`src/rtl/stage_ex_mult_if.sv`:
```
// rtl/stage_ex_mult_if.sv - issue-side and CDB-side handshake bundle for the multiply unit
interface stage_ex_mult_if #(
  parameter int TAG_W = 6,
  parameter int ROB_W = 5
);
  logic             in_valid;
  logic             in_ready;
  logic [31:0]      in_opa;
  logic [31:0]      in_opb;
  logic [1:0]       in_func;
  logic [TAG_W-1:0] in_dest_tag;
  logic [ROB_W-1:0] in_rob_idx;
  logic             out_valid;
  logic [31:0]      out_result;
  logic [TAG_W-1:0] out_dest_tag;
  logic [ROB_W-1:0] out_rob_idx;
  logic             cdb_grant;

  modport master (
    output in_valid, in_opa, in_opb, in_func, in_dest_tag, in_rob_idx, cdb_grant,
    input  in_ready, out_valid, out_result, out_dest_tag, out_rob_idx
  );

  modport slave (
    input  in_valid, in_opa, in_opb, in_func, in_dest_tag, in_rob_idx, cdb_grant,
    output in_ready, out_valid, out_result, out_dest_tag, out_rob_idx
  );
endinterface

```
`src/rtl/stage_ex_mult.sv`:
```
// rtl/stage_ex_mult.sv - lock-step pipelined RV32M multiply unit with CDB back-pressure and squash
module stage_ex_mult #(
  parameter int NUM_STAGES = 4,
  parameter int TAG_W      = 6,
  parameter int ROB_W      = 5
) (
  input  logic                clock,
  input  logic                reset,
  input  logic                squash,
  stage_ex_mult_if.slave      bus,
  output logic [3:0]          busy_count
);
  logic [NUM_STAGES-1:0] valid_q;
  logic [NUM_STAGES-1:0] valid_d;
  logic [TAG_W-1:0]      tag_q [NUM_STAGES];
  logic [ROB_W-1:0]      rob_q [NUM_STAGES];
  logic [31:0]           res_q [1:NUM_STAGES-1];
  logic [32:0]           a_q;
  logic [32:0]           b_q;
  logic                  hi_q;
  logic                  advance;
  logic                  sign_a;
  logic                  sign_b;
  logic [63:0]           prod;
  logic [31:0]           mul_res;
  logic [3:0]            busy_d;

  assign advance      = !valid_q[NUM_STAGES-1] || bus.cdb_grant;
  assign bus.in_ready = advance;

  assign sign_a = (bus.in_func == 2'd1) || (bus.in_func == 2'd2);
  assign sign_b = (bus.in_func == 2'd1);

  // Stage 0 holds the 33-bit extended operands; the multiply sits between stage 0 and 1.
  assign prod    = {{31{a_q[32]}}, a_q} * {{31{b_q[32]}}, b_q};
  assign mul_res = hi_q ? prod[63:32] : prod[31:0];

  always_comb begin
    valid_d = valid_q;
    if (squash)
      valid_d = '0;
    else if (advance)
      valid_d = {valid_q[NUM_STAGES-2:0], bus.in_valid};
  end

  always_comb begin
    busy_d = '0;
    for (int i = 0; i < NUM_STAGES; i++)
      busy_d = busy_d + {3'b000, valid_d[i]};
  end

  always_ff @(posedge clock) begin
    if (reset) begin
      valid_q    <= '0;
      busy_count <= '0;
      a_q        <= '0;
      b_q        <= '0;
      hi_q       <= 1'b0;
      for (int i = 0; i < NUM_STAGES; i++) begin
        tag_q[i] <= '0;
        rob_q[i] <= '0;
      end
      for (int i = 1; i < NUM_STAGES; i++)
        res_q[i] <= '0;
    end else begin
      valid_q    <= valid_d;
      busy_count <= busy_d;
      if (advance && !squash) begin
        a_q      <= {sign_a & bus.in_opa[31], bus.in_opa};
        b_q      <= {sign_b & bus.in_opb[31], bus.in_opb};
        hi_q     <= (bus.in_func != 2'd0);
        tag_q[0] <= bus.in_dest_tag;
        rob_q[0] <= bus.in_rob_idx;
        res_q[1] <= mul_res;
        for (int i = 1; i < NUM_STAGES; i++) begin
          tag_q[i] <= tag_q[i-1];
          rob_q[i] <= rob_q[i-1];
        end
        for (int i = 2; i < NUM_STAGES; i++)
          res_q[i] <= res_q[i-1];
      end
    end
  end

  assign bus.out_valid    = valid_q[NUM_STAGES-1];
  assign bus.out_result   = res_q[NUM_STAGES-1];
  assign bus.out_dest_tag = tag_q[NUM_STAGES-1];
  assign bus.out_rob_idx  = rob_q[NUM_STAGES-1];
endmodule

```
`src/flat_wrapper.sv`:
```
// flat-port wrapper written by rule: the top's interface ports become plain ports
module stage_ex_mult_flat 
#(
  parameter int NUM_STAGES = 4,
  parameter int TAG_W      = 6,
  parameter int ROB_W      = 5
)
  (clock, reset, squash, busy_count, bus_in_valid, bus_in_opa, bus_in_opb, bus_in_func, bus_in_dest_tag, bus_in_rob_idx, bus_cdb_grant, bus_in_ready, bus_out_valid, bus_out_result, bus_out_dest_tag, bus_out_rob_idx);
  stage_ex_mult_if #(.TAG_W(TAG_W), .ROB_W(ROB_W)) bus_i ();
  input  logic clock;
  input  logic reset;
  input  logic squash;
  output logic [3:0] busy_count;
  input wire logic [$bits(bus_i.in_valid)-1:0] bus_in_valid;
  input wire logic [$bits(bus_i.in_opa)-1:0] bus_in_opa;
  input wire logic [$bits(bus_i.in_opb)-1:0] bus_in_opb;
  input wire logic [$bits(bus_i.in_func)-1:0] bus_in_func;
  input wire logic [$bits(bus_i.in_dest_tag)-1:0] bus_in_dest_tag;
  input wire logic [$bits(bus_i.in_rob_idx)-1:0] bus_in_rob_idx;
  input wire logic [$bits(bus_i.cdb_grant)-1:0] bus_cdb_grant;
  output wire logic [$bits(bus_i.in_ready)-1:0] bus_in_ready;
  output wire logic [$bits(bus_i.out_valid)-1:0] bus_out_valid;
  output wire logic [$bits(bus_i.out_result)-1:0] bus_out_result;
  output wire logic [$bits(bus_i.out_dest_tag)-1:0] bus_out_dest_tag;
  output wire logic [$bits(bus_i.out_rob_idx)-1:0] bus_out_rob_idx;
  assign bus_i.in_valid = bus_in_valid;
  assign bus_i.in_opa = bus_in_opa;
  assign bus_i.in_opb = bus_in_opb;
  assign bus_i.in_func = bus_in_func;
  assign bus_i.in_dest_tag = bus_in_dest_tag;
  assign bus_i.in_rob_idx = bus_in_rob_idx;
  assign bus_i.cdb_grant = bus_cdb_grant;
  assign bus_in_ready = bus_i.in_ready;
  assign bus_out_valid = bus_i.out_valid;
  assign bus_out_result = bus_i.out_result;
  assign bus_out_dest_tag = bus_i.out_dest_tag;
  assign bus_out_rob_idx = bus_i.out_rob_idx;
  stage_ex_mult #(.NUM_STAGES(NUM_STAGES), .TAG_W(TAG_W), .ROB_W(ROB_W)) u_core (.clock(clock), .reset(reset), .squash(squash), .bus(bus_i), .busy_count(busy_count));
endmodule
```
`config.mk`:
```
export PLATFORM = sky130hd
export DESIGN_NAME = stage_ex_mult_flat
export DESIGN_NICKNAME = d
export VERILOG_FILES = /design/src/rtl/stage_ex_mult_if.sv /design/src/rtl/stage_ex_mult.sv /design/src/flat_wrapper.sv
export SDC_FILE = /design/constraint.sdc
export NUM_CORES = 2
export LEC_CHECK = 0
export CORE_UTILIZATION = 64
export DETAILED_ROUTE_END_ITERATION = 16
export GPL_ROUTABILITY_DRIVEN = 0
export PLACE_DENSITY = 0.82
export SYNTH_ARGS = -nofsm -noshare
export SYNTH_HDL_FRONTEND = slang
export SYNTH_SLANG_ARGS = --single-unit
```
`constraint.sdc`:
```
create_clock -name clock -period 11.56 [get_ports clock]
set_input_delay 3.468 -clock clock [delete_from_list [all_inputs] [get_ports clock]]
set_output_delay 3.468 -clock clock [all_outputs]
set_load 0.01 [all_outputs]
```
==> run_results.csv <==
group,metric,value,unit
clocking,root_buffer,"clkbuf_16",
synth,netlist_area,0.0464,mm²
synth,synth_edf_count,140,
final_layout,fin_area,0.0489,mm²
global_route,grt_pass1_wl,184000,µm
timing,tns,0,ns
global_route,antenna_found_initial,1,
placed_design,dp.cells,5593,
timing,timing.fmax,0.109,GHz
synth,syn_inst,4758,
floorplan,io-pin-count,131,
routing,routedWlPerCell,19.7,µm
global_route,grt_max_degree,128,
global_route,grt_pass1_vias,35000,
timing,finalHoldViolCount,0,
critical_path,crit_required,11.88,ns
clocking,cts_inserted_buffers,25,
timing,period_minus_slack,9.21,ns
timing,rsz0062_at_grt,"false",
hold_path,hold_class,"flip-flop to flip-flop",
synth,synth_seq_area_share,12.2,%
critical_path,startpoint,"u_core.b_q[7]",
job,maxCapViolCount,0,
routing,via_count,32100,
final_layout,layout.nets,6094,
final_layout,layoutNonFillerInstCount,5639,
critical_path,arrival,9.53,ns
floorplan,rows,98,
power,p_leak,24.6,nW
critical_path,end_kind,"flip-flop",
clocking,cts-htree-levels,1,
routing,drt-initial-drc-count,2492,
synth,syn_avg_cell_area,9.76,µm²
timing,slew_headroom,14.4,%
clocking,numClockSinks,214,
synth,synth-async-reset-ratio,0,%
routing,wl,111000,µm
placed_design,port_buffers,129,
clocking,insertion_delay,0.61,ns
hold_path,min-delay-start,"u_core.a_q[20]",
routing,drc,0,
timing,worstMarginPinSlew,1.28,ns
timing,setup_ws,2.35,ns
clocking,path_clk_slew,0.07,ns
critical_path,critical_path.max_fanout,34,
clocking,cts_tree,"yes",
final_layout,fin_util,68.3,%
synth,ys.flop_type,"edfxtp_1",
routing,via_per_inst,5.70,
timing,fin_crit_sh,79.7,%
final_layout,area_growth,5.33,%
clocking,clockBufferDepth,3,
timing,fin_skew,0.0535,ns
synth,ys_warn_count,0,
placed_design,place_area,0.0481,mm²
critical_path,critPathKind,"flip-flop to flip-flop",
timing,drv_slew,0,
placed_design,post-place-ws,2.52,ns
floorplan,start_util,64.9,%
final_layout,diodes,0,
final_layout,num-fill-cells,5283,
clocking,post_cts_buffers,0,
power,ir_worst_vdd,0.000126,V
critical_path,r2r_start,"u_core.b_q[7]",
power,power.total,4.35,mW
status,status,"finished, final reports clean",
placed_design,dp_hpwl,90500,µm
synth,ys_ff_latch,214,
timing,setup_viol,0,
global_route,gr-usage-all-layers,31.7,%
clocking,holdBufCountCts,0,
timing,holdWs,0.477,ns
routing,dr.pass1.iters,5,
clocking,cts_resized,0,
synth,syn_nets,6182,
floorplan,core-area,0.0716,mm²
routing,ant_nets,0,
floorplan,die_h,271,µm
floorplan,die_w,271,µm
global_route,gr-total-overflow,0,
floorplan,dieArea,0.0737,mm²
synth,synth.distinct_cells,74,
final_layout,drive_gt1_share,2.77,%
critical_path,startpoint_type,"flip-flop",
power,power_per_cell_area,88.8,mW/mm²
==> synth_stat cells (3+ instances only) <==
cell type	instances	area (µm²)
a211o_1	8	70.1
a211oi_1	11	82.6
a21o_1	25	188
a21oi_1	78	390
a22o_1	64	561
a31o_2	3	26.3
a31oi_1	11	68.8
and2_1	640	4000
and3_1	16	100
buf_1	9	33.8
buf_2	3	15.0
buf_4	42	315
clkbuf_1	245	920
dfxtp_1	74	1480
edfxtp_1	140	4200
fa_1	1126	22500
ha_1	216	2700
inv_1	1099	4130
mux2i_1	11	110
nand2_1	587	2200
nand2b_1	13	81.3
nand3_1	23	115
nand3b_1	4	30.0
nand4_1	5	31.3
nor2_1	58	218
nor2b_1	33	206
nor3_1	16	80.1
o211ai_1	12	90.1
o21a_1	8	60.1
o21ai_0	40	200
o21ai_1	3	15.0
o21bai_1	6	45.0
o22ai_1	7	43.8
o31ai_1	3	22.5
or2_2	3	18.8
or3_1	6	37.5
xnor2_1	41	359
xor2_1	26	228
==> cells in the final DEF, fill, tap and decap left out, types with 4 or more instances in the layout <==
cell	instances
nand2_1	587
clkinv_1	4
clkbuf_16	25
o21a_1	8
nor3_1	15
o22ai_1	7
o21ai_0	40
o211ai_1	12
nor2_1	57
xnor2_1	41
clkdlybuf4s50_1	129
o21bai_1	6
a21o_1	25
fa_1	1126
a211o_1	8
a31oi_1	11
nand4_1	5
a22o_1	64
inv_6	4
dfxtp_1	63
buf_4	57
xor2_1	26
nand2b_1	13
dfxtp_2	11
ha_1	216
a21oi_1	78
edfxtp_1	140
nand3b_1	4
and3_1	16
nand3_1	23
clkinv_2	5
mux2i_1	11
a211oi_1	11
and2_1	640
inv_1	1098
nor2b_1	33
or3_1	6
==> routing by layer <==
| metal | GRT usage [%] | vias to the layer above | part of all wire, % |
|---|---|---|---|
| li1 | - | 13700 | - |
| met4 | 11.8 | 0 | 4.1 |
| met5 | 0 | - | 0 |
| met1 | 41.3 | 16600 | 37 |
| met2 | 53.8 | 1546 | 50 |
| met3 | 5.19 | 301 | 8.6 |
==> registers in the layout (all words and copies together), names as in the netlist <==
register	count
u_core.a_q	33
u_core.res_q	96
u_core.busy_count	3
u_core.hi_q	1
u_core.rob_q	20
u_core.b_q	33
u_core.tag_q	24
u_core.valid_q	4
==> report_power, final <==
group          switching (mW)  total [mW]  internal [mW]  leakage [nW]
clock                   0.362       0.833          0.471         0.413
combinational            1.58        2.55          0.964          22.0
sequential             0.0781       0.964          0.886          2.16
==> cells by family (layout without fill, tap and decap cells) <==
logic type               count (synthesis)  count (layout)  share of synthesized area, %
AND/OR/NAND/NOR                       1412            1412                          15.5
buffers and inverters                 1400            1331                          11.7
adder cells (fa/ha/maj)               1342            1342                          54.3
AO/OA/AOI/OAI                          310             310                          4.70
flip-flops                             214             214                          12.2
XOR/XNOR                                67              67                          1.26
multiplexers                            12              12                         0.261
other                                    1               1                       0.00807
==> critical path, stage by stage (launching register included) <==
cell and delay (ns):
dfxtp_1 1.18, nand2_1 0.23, inv_1 0.15, fa_1 0.41, inv_1 0.24, fa_1 0.49
inv_1 0.18, fa_1 0.48, fa_1 0.70, inv_1 0.34, fa_1 0.58, inv_1 0.06
fa_1 0.50, fa_1 0.50, inv_1 0.05, fa_1 0.47, inv_1 0.05, ha_1 0.41
and4_1 0.27, and3_1 0.24, nand3_1 0.13, nor2_1 0.19, nand3_1 0.11, o21ai_2 0.21
a41oi_2 0.21, nor4b_1 0.20, o31a_1 0.30
==> final cells by class <==
cell class | instances | area, µm² | share of cell area (%)
clock buffer | 28 | 638 | 1.30
clock inverter | 18 | 200 | 0.409
inverter | 1099 | 4130 | 8.44
multi-input combinational | 3144 | 35300 | 72.3
sequential | 214 | 5700 | 11.6
tap | 950 | 1190 | 2.43
timing repair buffer | 186 | 1720 | 3.51
==> path summary, 6_finish.rpt <==
kind	cells after the start	to	slack, ns
worst max-delay path	26	u_core.res_q[0][59]	2.35
worst min-delay path	1	u_core.a_q[20]	0.48
worst max register to register	26	u_core.res_q[0][59]	2.35
worst min register to register	1	u_core.a_q[20]	0.48
(Power assumes the default switching activity.)
